`config.mk`:
```
export PLATFORM = sky130hd
export DESIGN_NAME = fir_pix_sink
export DESIGN_NICKNAME = d
export VERILOG_FILES = /design/src/rtl/fir_pix_sink.sv
export SDC_FILE = /design/constraint.sdc
export NUM_CORES = 1
export LEC_CHECK = 0
export BUFFER_PORTS_ARGS = -buffer_cell sky130_fd_sc_hd__buf_2
export CAP_MARGIN = 10
export CORE_UTILIZATION = 63
export DETAILED_ROUTE_END_ITERATION = 6
export PLACE_DENSITY = 0.94
export SKIP_LAST_GASP = 1
export SYNTH_ARGS = -nofsm -noshare
export SYNTH_HDL_FRONTEND = slang
export SYNTH_SLANG_ARGS = --single-unit
```
`constraint.sdc`:
```
create_clock -name clk -period 5.7 [get_ports clk]
set_input_delay 0.855 -clock clk [delete_from_list [all_inputs] [get_ports clk]]
set_output_delay 0.855 -clock clk [all_outputs]
set_load 0.03 [all_outputs]
```
`src/rtl/fir_pix_sink.sv`:
```
// fir_pix_sink: drops FIR fill samples, scales/clamps to 8-bit pixels, tags raster position, per-frame sum/clamp stats.
// Latency: 1 clock from an accepted sample to pix_out; all outputs registered. Optional rounding: FIR_PIX_SINK_ROUND_EN.
// Backpressure: none upstream; en low stalls every counter and accumulator, and pix_valid drops on the next cycle.
module fir_pix_sink #(
    parameter int IN_W  = 12,
    parameter int OUT_W = 8,
    parameter int SHIFT = 2,
    parameter int SKIP  = 7,
    parameter int COLS  = 512,
    parameter int ROWS  = 512
) (
    input  logic                      clk,
    input  logic                      nReset,
    input  logic                      en,
    input  logic [IN_W-1:0]           Y_in,
    output logic [OUT_W-1:0]          pix_out,
    output logic                      pix_valid,
    output logic                      sol,
    output logic                      eol,
    output logic                      eof,
    output logic [$clog2(COLS)-1:0]   col,
    output logic [$clog2(ROWS)-1:0]   row,
    output logic [31:0]               frame_sum,
    output logic [15:0]               sat_cnt,
    output logic                      sum_valid,
    output logic                      busy
);

    localparam int CW  = $clog2(COLS);
    localparam int RW  = $clog2(ROWS);
    localparam int SKW = (SKIP > 1) ? $clog2(SKIP) : 1;
    localparam logic signed [IN_W:0] PIX_MAX = (IN_W+1)'((1 << OUT_W) - 1);

    typedef enum logic {
        ST_SKIP   = 1'b0,
        ST_STREAM = 1'b1
    } state_t;

    localparam state_t ST_RST = (SKIP > 0) ? ST_SKIP : ST_STREAM;

    state_t           state_q, state_d;
    logic [SKW-1:0]   skip_cnt_q, skip_cnt_d;
    logic [CW-1:0]    col_q;
    logic [RW-1:0]    row_q;
    logic [31:0]      acc_sum_q;
    logic [15:0]      acc_sat_q;
    logic [15:0]      sat_next;
    logic             accept;
    logic             at_eol;
    logic             at_eof;

    logic signed [IN_W:0] y_ext;
    logic signed [IN_W:0] y_rnd;
    logic signed [IN_W:0] s;
    logic [OUT_W-1:0]     pix_d;
    logic                 clamp_d;

    // One extra bit of headroom so rounding 0x7FF cannot wrap negative.
    always_comb begin
        y_ext = {Y_in[IN_W-1], Y_in};
`ifdef FIR_PIX_SINK_ROUND_EN
        if (SHIFT > 0) begin
            y_rnd = y_ext + (IN_W+1)'(1 << ((SHIFT > 0) ? SHIFT - 1 : 0));
        end else begin
            y_rnd = y_ext;
        end
`else
        y_rnd = y_ext;
`endif
        s       = y_rnd >>> SHIFT;
        pix_d   = s[OUT_W-1:0];
        clamp_d = 1'b0;
        if (s < 0) begin
            pix_d   = '0;
            clamp_d = 1'b1;
        end else if (s > PIX_MAX) begin
            pix_d   = '1;
            clamp_d = 1'b1;
        end
    end

    always_comb begin
        state_d    = state_q;
        skip_cnt_d = skip_cnt_q;
        if (en && (state_q == ST_SKIP)) begin
            if (skip_cnt_q == SKW'(SKIP - 1)) begin
                state_d    = ST_STREAM;
                skip_cnt_d = '0;
            end else begin
                skip_cnt_d = skip_cnt_q + 1'b1;
            end
        end
    end

    always_ff @(posedge clk or negedge nReset) begin
        if (!nReset) begin
            state_q    <= ST_RST;
            skip_cnt_q <= '0;
            busy       <= (SKIP > 0);
        end else begin
            state_q    <= state_d;
            skip_cnt_q <= skip_cnt_d;
            busy       <= (state_d == ST_SKIP);
        end
    end

    assign accept   = en && (state_q == ST_STREAM);
    assign at_eol   = (col_q == CW'(COLS - 1));
    assign at_eof   = at_eol && (row_q == RW'(ROWS - 1));
    assign sat_next = (clamp_d && (acc_sat_q != 16'hFFFF)) ? acc_sat_q + 16'd1 : acc_sat_q;

    always_ff @(posedge clk or negedge nReset) begin
        if (!nReset) begin
            pix_out   <= '0;
            pix_valid <= 1'b0;
            sol       <= 1'b0;
            eol       <= 1'b0;
            eof       <= 1'b0;
            col       <= '0;
            row       <= '0;
            frame_sum <= '0;
            sat_cnt   <= '0;
            sum_valid <= 1'b0;
            col_q     <= '0;
            row_q     <= '0;
            acc_sum_q <= '0;
            acc_sat_q <= '0;
        end else begin
            pix_valid <= accept;
            sum_valid <= 1'b0;
            if (accept) begin
                pix_out <= pix_d;
                col     <= col_q;
                row     <= row_q;
                sol     <= (col_q == '0);
                eol     <= at_eol;
                eof     <= at_eof;
                if (at_eol) begin
                    col_q <= '0;
                    row_q <= at_eof ? '0 : row_q + 1'b1;
                end else begin
                    col_q <= col_q + 1'b1;
                end
                // The eof pixel itself is folded into the published totals.
                if (at_eof) begin
                    frame_sum <= acc_sum_q + 32'(pix_d);
                    sat_cnt   <= sat_next;
                    sum_valid <= 1'b1;
                    acc_sum_q <= '0;
                    acc_sat_q <= '0;
                end else begin
                    acc_sum_q <= acc_sum_q + 32'(pix_d);
                    acc_sat_q <= sat_next;
                end
            end
        end
    end

endmodule
```
# == After elaboration in Yosys (flattened, before gate mapping) ==
# Index checks and enable logic that the tools add are counted.
# word_totals
input_bits,15
regBits,150
elab_cells,51
# op_classes
n_reduce_logical,7
addsub,5
mux,14
magnitude_cmp,2
bitwise,2
eq_ne,4
# op_table
cell,count
32-bit by 8-bit adder with 32-bit output,1
16-bit 2-to-1 mux,2
32-bit 2-to-1 mux,1
"9-bit by 1-bit adder with 9-bit output, second input constant",2
"9-bit == test, second input constant",2
9-bit 2-to-1 mux,2
"16-bit by 1-bit adder with 16-bit output, second input constant",1
8-bit 2-to-1 mux,2
"16-bit inequality test, second input constant",1
"10-bit by 9-bit greater-than comparator with 1-bit output, second input constant",1
"10-bit by 1-bit less-than comparator with 1-bit output, second input constant",1
9-bit zero test,1
1-bit 2-to-1 mux,6
1-bit logical AND,4
2-bit AND reduction,2
"3-bit by 1-bit adder with 3-bit output, second input constant",1
"3-bit == test, second input constant",1
3-bit 2-to-1 mux,1
1-bit inverter,2

# == Longest topological paths before layout ==
# depth
depth_word,6
mapped_depth,13

# == Worst setup path before layout ==
# OpenSTA, ideal clock, no wires.
# synth_timing
kind,input to register
start,in Y_in[10]
end,reg acc_sum_q[10]
path_stages,13
path_buffers,2
arrival_time_ps,2903
slack_ps,2664
path_cell_list,buf_2 -> nor2_1 -> nor2_1 -> ha_1 -> inv_1 -> fa_1 -> nor2b_1 -> o31ai_2 -> a21oi_1 -> buf_2 -> a31oi_1 -> o21ai_0 -> o31ai_1
# synth_via
elab_chain_cells,5
elab_cells_between_ends,6
cone_classes,add/sub: 1; order compare: 2; mux: 3
# synth_rtl
element,line_no,rtl
"start, declared",15,"input logic [IN_W-1:0] Y_in,"
10-bit by 9-bit greater-than comparator with 1-bit output,76,end else if (s > PIX_MAX) begin
8-bit 2-to-1 mux,76,
8-bit 2-to-1 mux *,73,if (s < 0) begin
named net pix_d[0],55,logic [OUT_W-1:0] pix_d;
32-bit by 8-bit adder with 32-bit output *,152,acc_sum_q <= acc_sum_q + 32'(pix_d);
32-bit 2-to-1 mux *,145,if (at_eof) begin
"end signal, assigned",152,
"end, declared",45,logic [31:0] acc_sum_q;
# The timed path passes the listed nets; every way through them passes the cells marked *.
# A chain may end at the register's enable or synchronous reset.

# == Final worst setup path ==
# layout_timing
start,reg col_q[0]
end,reg frame_sum[6]
# layout_via
elab_chain_cells,3
# layout_rtl
element,line_no,rtl
"start, declared",43,logic [CW-1:0] col_q;
"start signal, assigned",142,col_q <= col_q + 1'b1;
9-bit == test,108,assign at_eol = (col_q == CW'(COLS - 1));
named net at_eol,49,logic at_eol;
1-bit logical AND,109,assign at_eof = at_eol && (row_q == RW'(ROWS - 1));
2-bit AND reduction (no line),n/a,
"end signal, assigned",146,frame_sum <= acc_sum_q + 32'(pix_d);
"end, declared",23,"output logic [31:0] frame_sum,"
# The timed path passes the listed nets, and every way through them passes these cells.

==> impl.org <==
** Run status
- The flow ran to the end, but the final reports show violations.
- Violations in the final reports :: DRC

** Global route
- Number of global-route vias before repair :: 5876
- Most congested layer reported by global routing :: met2
- Leftover overflow at the end of global routing :: 0
- Met3 GRT Util :: 6.51%
- Number of antenna violations at the first check in global routing :: 0
- Global routing consumed, on the met2 layer, 46.5% of the routing resources.
- Met1 routing resource usage after global routing :: 36.7%
- First-pass GRT wire length :: 28.1 mm
- Pin count of the biggest net entering global routing :: 108
- GRT Resource Usage Total :: 28.7%

** Timing
- Derived from the worst setup path, the maximum achievable clock frequency is 298 MHz.
- The worst pin sits at a relative slew slack of 22.1%.
- Worst Max-Slew Pin Slew :: 1170 ps
- Once routing completed, OpenROAD measured the worst setup slack at 2340 ps.
- Setup repair after global routing missed its margin :: no
- Accumulated negative setup slack :: 0 ps
- For the final database, setup skew stands at 9.58 ps.
- Setup violation total in the final timing report :: 0
- Minimum period implied by the final worst setup slack :: 3360 ps
- Final Hold Fails :: 0
- The number of max-slew violations in the final report is 0.
- The worst path uses 58.9% of the clock period.

** Detailed routing
- After the first detailed-routing iteration, the DRC count stood at 497.
- For this run, design rule violations remaining after detail routing come to 12.
- Wire length reported by the detailed router :: 16.7 mm
- Post-detailed-route via-to-cell ratio :: 6.01
- For this run, the detailed router's first-pass iteration total came to 7.
- Wirelength per Cell :: 16.3 µm
- The count of nets left with antenna violations once routing finished came out at 0.
- Total number of vias :: 6158

** Die
- In this run the vertical extent of the chip is 111 µm.
- Die width :: 111 µm
- Initial standard-cell utilization of the core :: 65.3%
- The die covers 0.0124 mm².
- The floorplan has 39 rows.
- In this run the count of I/O pins placed on the die edge is 95.
- Core box area :: 0.0115 mm²

** CTS
- Clock network latency to the later pin of the worst-skew pair :: 420 ps
- The clock tree synthesis step divided the H-tree into 4 levels.
- Number of buffers inserted for hold repair after clock tree synthesis :: 0
- Post-CTS repair changed the size of 0 cells.
- After clock tree synthesis, the clock-pin slew on the worst setup and hold paths is 60 ps.
- TritonCTS built the clock tree.
- The clock passes through at most 2 buffers.
- Root Buffer :: clkbuf_16
- Sink count of the clock tree :: 150
- After clock tree synthesis, the setup repair step added 0 buffers.
- Buffers inserted during clock tree synthesis total 17.

** Synthesis
- Synthesis inferred 150 register bits.
- The top cell type by area accounts for 49.6% of the synthesized area.
- Number of standard cells after synthesis :: 796
- YS warnings :: 0
- Prevailing post-synth register cell :: dfrtp_1
- Synthesized area :: 0.00751 mm²
- The number of nets handed over by synthesis was 826.
- Count of different cell masters after synthesis :: 67
- Fraction of the yosys area taken by sequential cells :: 50.0%
- Fraction of registers with async set or reset after synthesis :: 100%
- A synthesized cell averages 9.44 µm².
- The synthesized design spends more area on one cell type than any other, namely dfrtp_1.
- Area contributors post-synth :: dfrtp_1, nand2_1, o21ai_0
- In this run, synthesis inferred 0 flip-flops with an integrated enable.

** Cells and area
- The filler cells instantiated in the layout total 787.
- Ant. Diodes :: 0
- Layout area overhead :: 13.8%
- Leaving out fill and tap cells, the most frequent cell in the layout is nand2_1.
- The post-route netlist has 18.7% of its cells at a drive strength greater than 1.
- Multi-input combinational cell area :: 0.00353 mm²
- Number of nets at the end of the flow :: 901
- Post-layout util :: 74.3%
- Highest-count cells in the layout ignoring fill and taps :: nand2_1, dfrtp_1, o21ai_0
- The sequential cells in the finished layout cover a total of 0.00375 mm².

** Setup path
- The worst register-to-register path begins at col_q[0].
- On the worst path, the slowest cell contributes a delay of 530 ps.
- The most critical setup path has its startpoint at col_q[0].
- Slowest stage cell, crit path :: clkinv_1
- Arrival time reported for the critical path endpoint :: 3660 ps
- Type of element launching the critical path :: flip-flop
- The worst setup path is of the reg -> reg kind.
- Critical Path Most Common Cell :: and3_1
- For the worst setup path, the data required time is 6000 ps.
- Crit path capture type :: flip-flop
- Along the worst path, the maximum fanout reaches 34.
- Traced cell by cell, the critical path runs through ha_1 > and3_1 > and3_1 > and3_1 > ha_1 > and3_1 > nand2_2 > clkinv_1 > mux2_2.

** Placement
- Before CTS, the worst setup slack after placement is 2230 ps.
- The congestion estimate from routability-driven global placement came to 0.849.
- The HPWL after detailed placement is 10.6 mm.
- Number of buffers inserted by port buffering :: 92

** Power and ir drop
- Power spread over the standard cell area amounts to 369 mW/mm².
- IR analysis of the VDD net gives a maximum drop of 0.255 mV.
- The analysis attributes to cell leakage a power of 4.08 nW.

** Run
- Max-cap violations in this run came to 0.

** Hold path
- Startpoint of the lowest-slack hold path :: col[6]
- Worst Hold Class :: reg -> reg
## layer usage
| layer | vias to the layer above | share of wire, % |
|---|---|---|
| li1 | 2920 | - |
| met1 | 2997 | 44 |
| met2 | 203 | 49 |
| met3 | 38 | 4.8 |
| met4 | 0 | 2.7 |
| met5 | - | 0 |
## cell usage after synthesis (10+ instances only)
library cell and number:
and3_1 15, nand2b_1 10, dfrtp_1 149, clkbuf_1 27, nor2_1 37, xor2_1 16, a31oi_1 21, nand3_1 19
xnor2_1 28, inv_1 15, a21oi_1 28, ha_1 14, nand2_1 176, mux2_2 12, buf_2 13, o21ai_0 95
## final cells by class
| type | instances | area share, % |
|---|---|---|
| clock buffer | 24 | 5.40 |
| clock inverter | 5 | 0.614 |
| inverter | 16 | 0.702 |
| multi-input combinational | 587 | 41.2 |
| sequential | 150 | 43.9 |
| tap | 143 | 2.09 |
| timing repair buffer | 99 | 6.07 |
## stage by stage
stage	instance area (µm²)	hold WS (ps)	std cells	power [W]
global placement	8040	455	995	0.00211
CTS	8550	472	1024	0.00315
global route	8550	486	1024	0.00332
detailed placement	8040	459	995	0.00214
floorplan	7510	456	796	0.00192
finish	8550	464	1024	0.00316
## worst max-delay path: cells and delay by family, from the launching register on
family	cells	cell delay [ps]
simple gates	5	1330
fa+ha+maj	2	560
buf+inv	1	530
mux	1	410
flops	1	390
## state kept, by name, indices dropped and copies added (netlist names), 9 cells and up
signal     cells
acc_sum_q     32
col            9
row            9
frame_sum     32
sat_cnt       16
row_q          9
col_q          9
acc_sat_q     16
## cells by family (layout without fill, tap and decap cells)
group           Yosys count  in the layout  synth area share (%)
fa+ha+maj                15             15                  2.60
xor+xnor                 44             44                  5.13
compound gates          203            203                  17.6
mux                      14             14                  2.06
simple gates            311            311                  19.3
flops                   150            150                  50.0
buf+inv                  59            144                  3.31
## path summary, 6_finish.rpt
kind	slack, ps	depth (start not counted)	end
worst max-delay path	2340	9	frame_sum[6]
worst min-delay path	460	2	col[6]
worst max register to register	2340	9	frame_sum[6]
worst min register to register	460	2	col[6]
max in group asynchronous	4030	2	acc_sum_q[6]
min in group asynchronous	570	1	acc_sat_q[5]
## power by group
group          total [W]  internal, W  switching (W)  leakage (nW)
registers        0.00131      0.00120       0.000117          2.03
logic           0.000834     0.000283       0.000551          1.80
clock network    0.00101     0.000602       0.000407         0.250
Note: power is estimated with default switching activity, not from simulation.
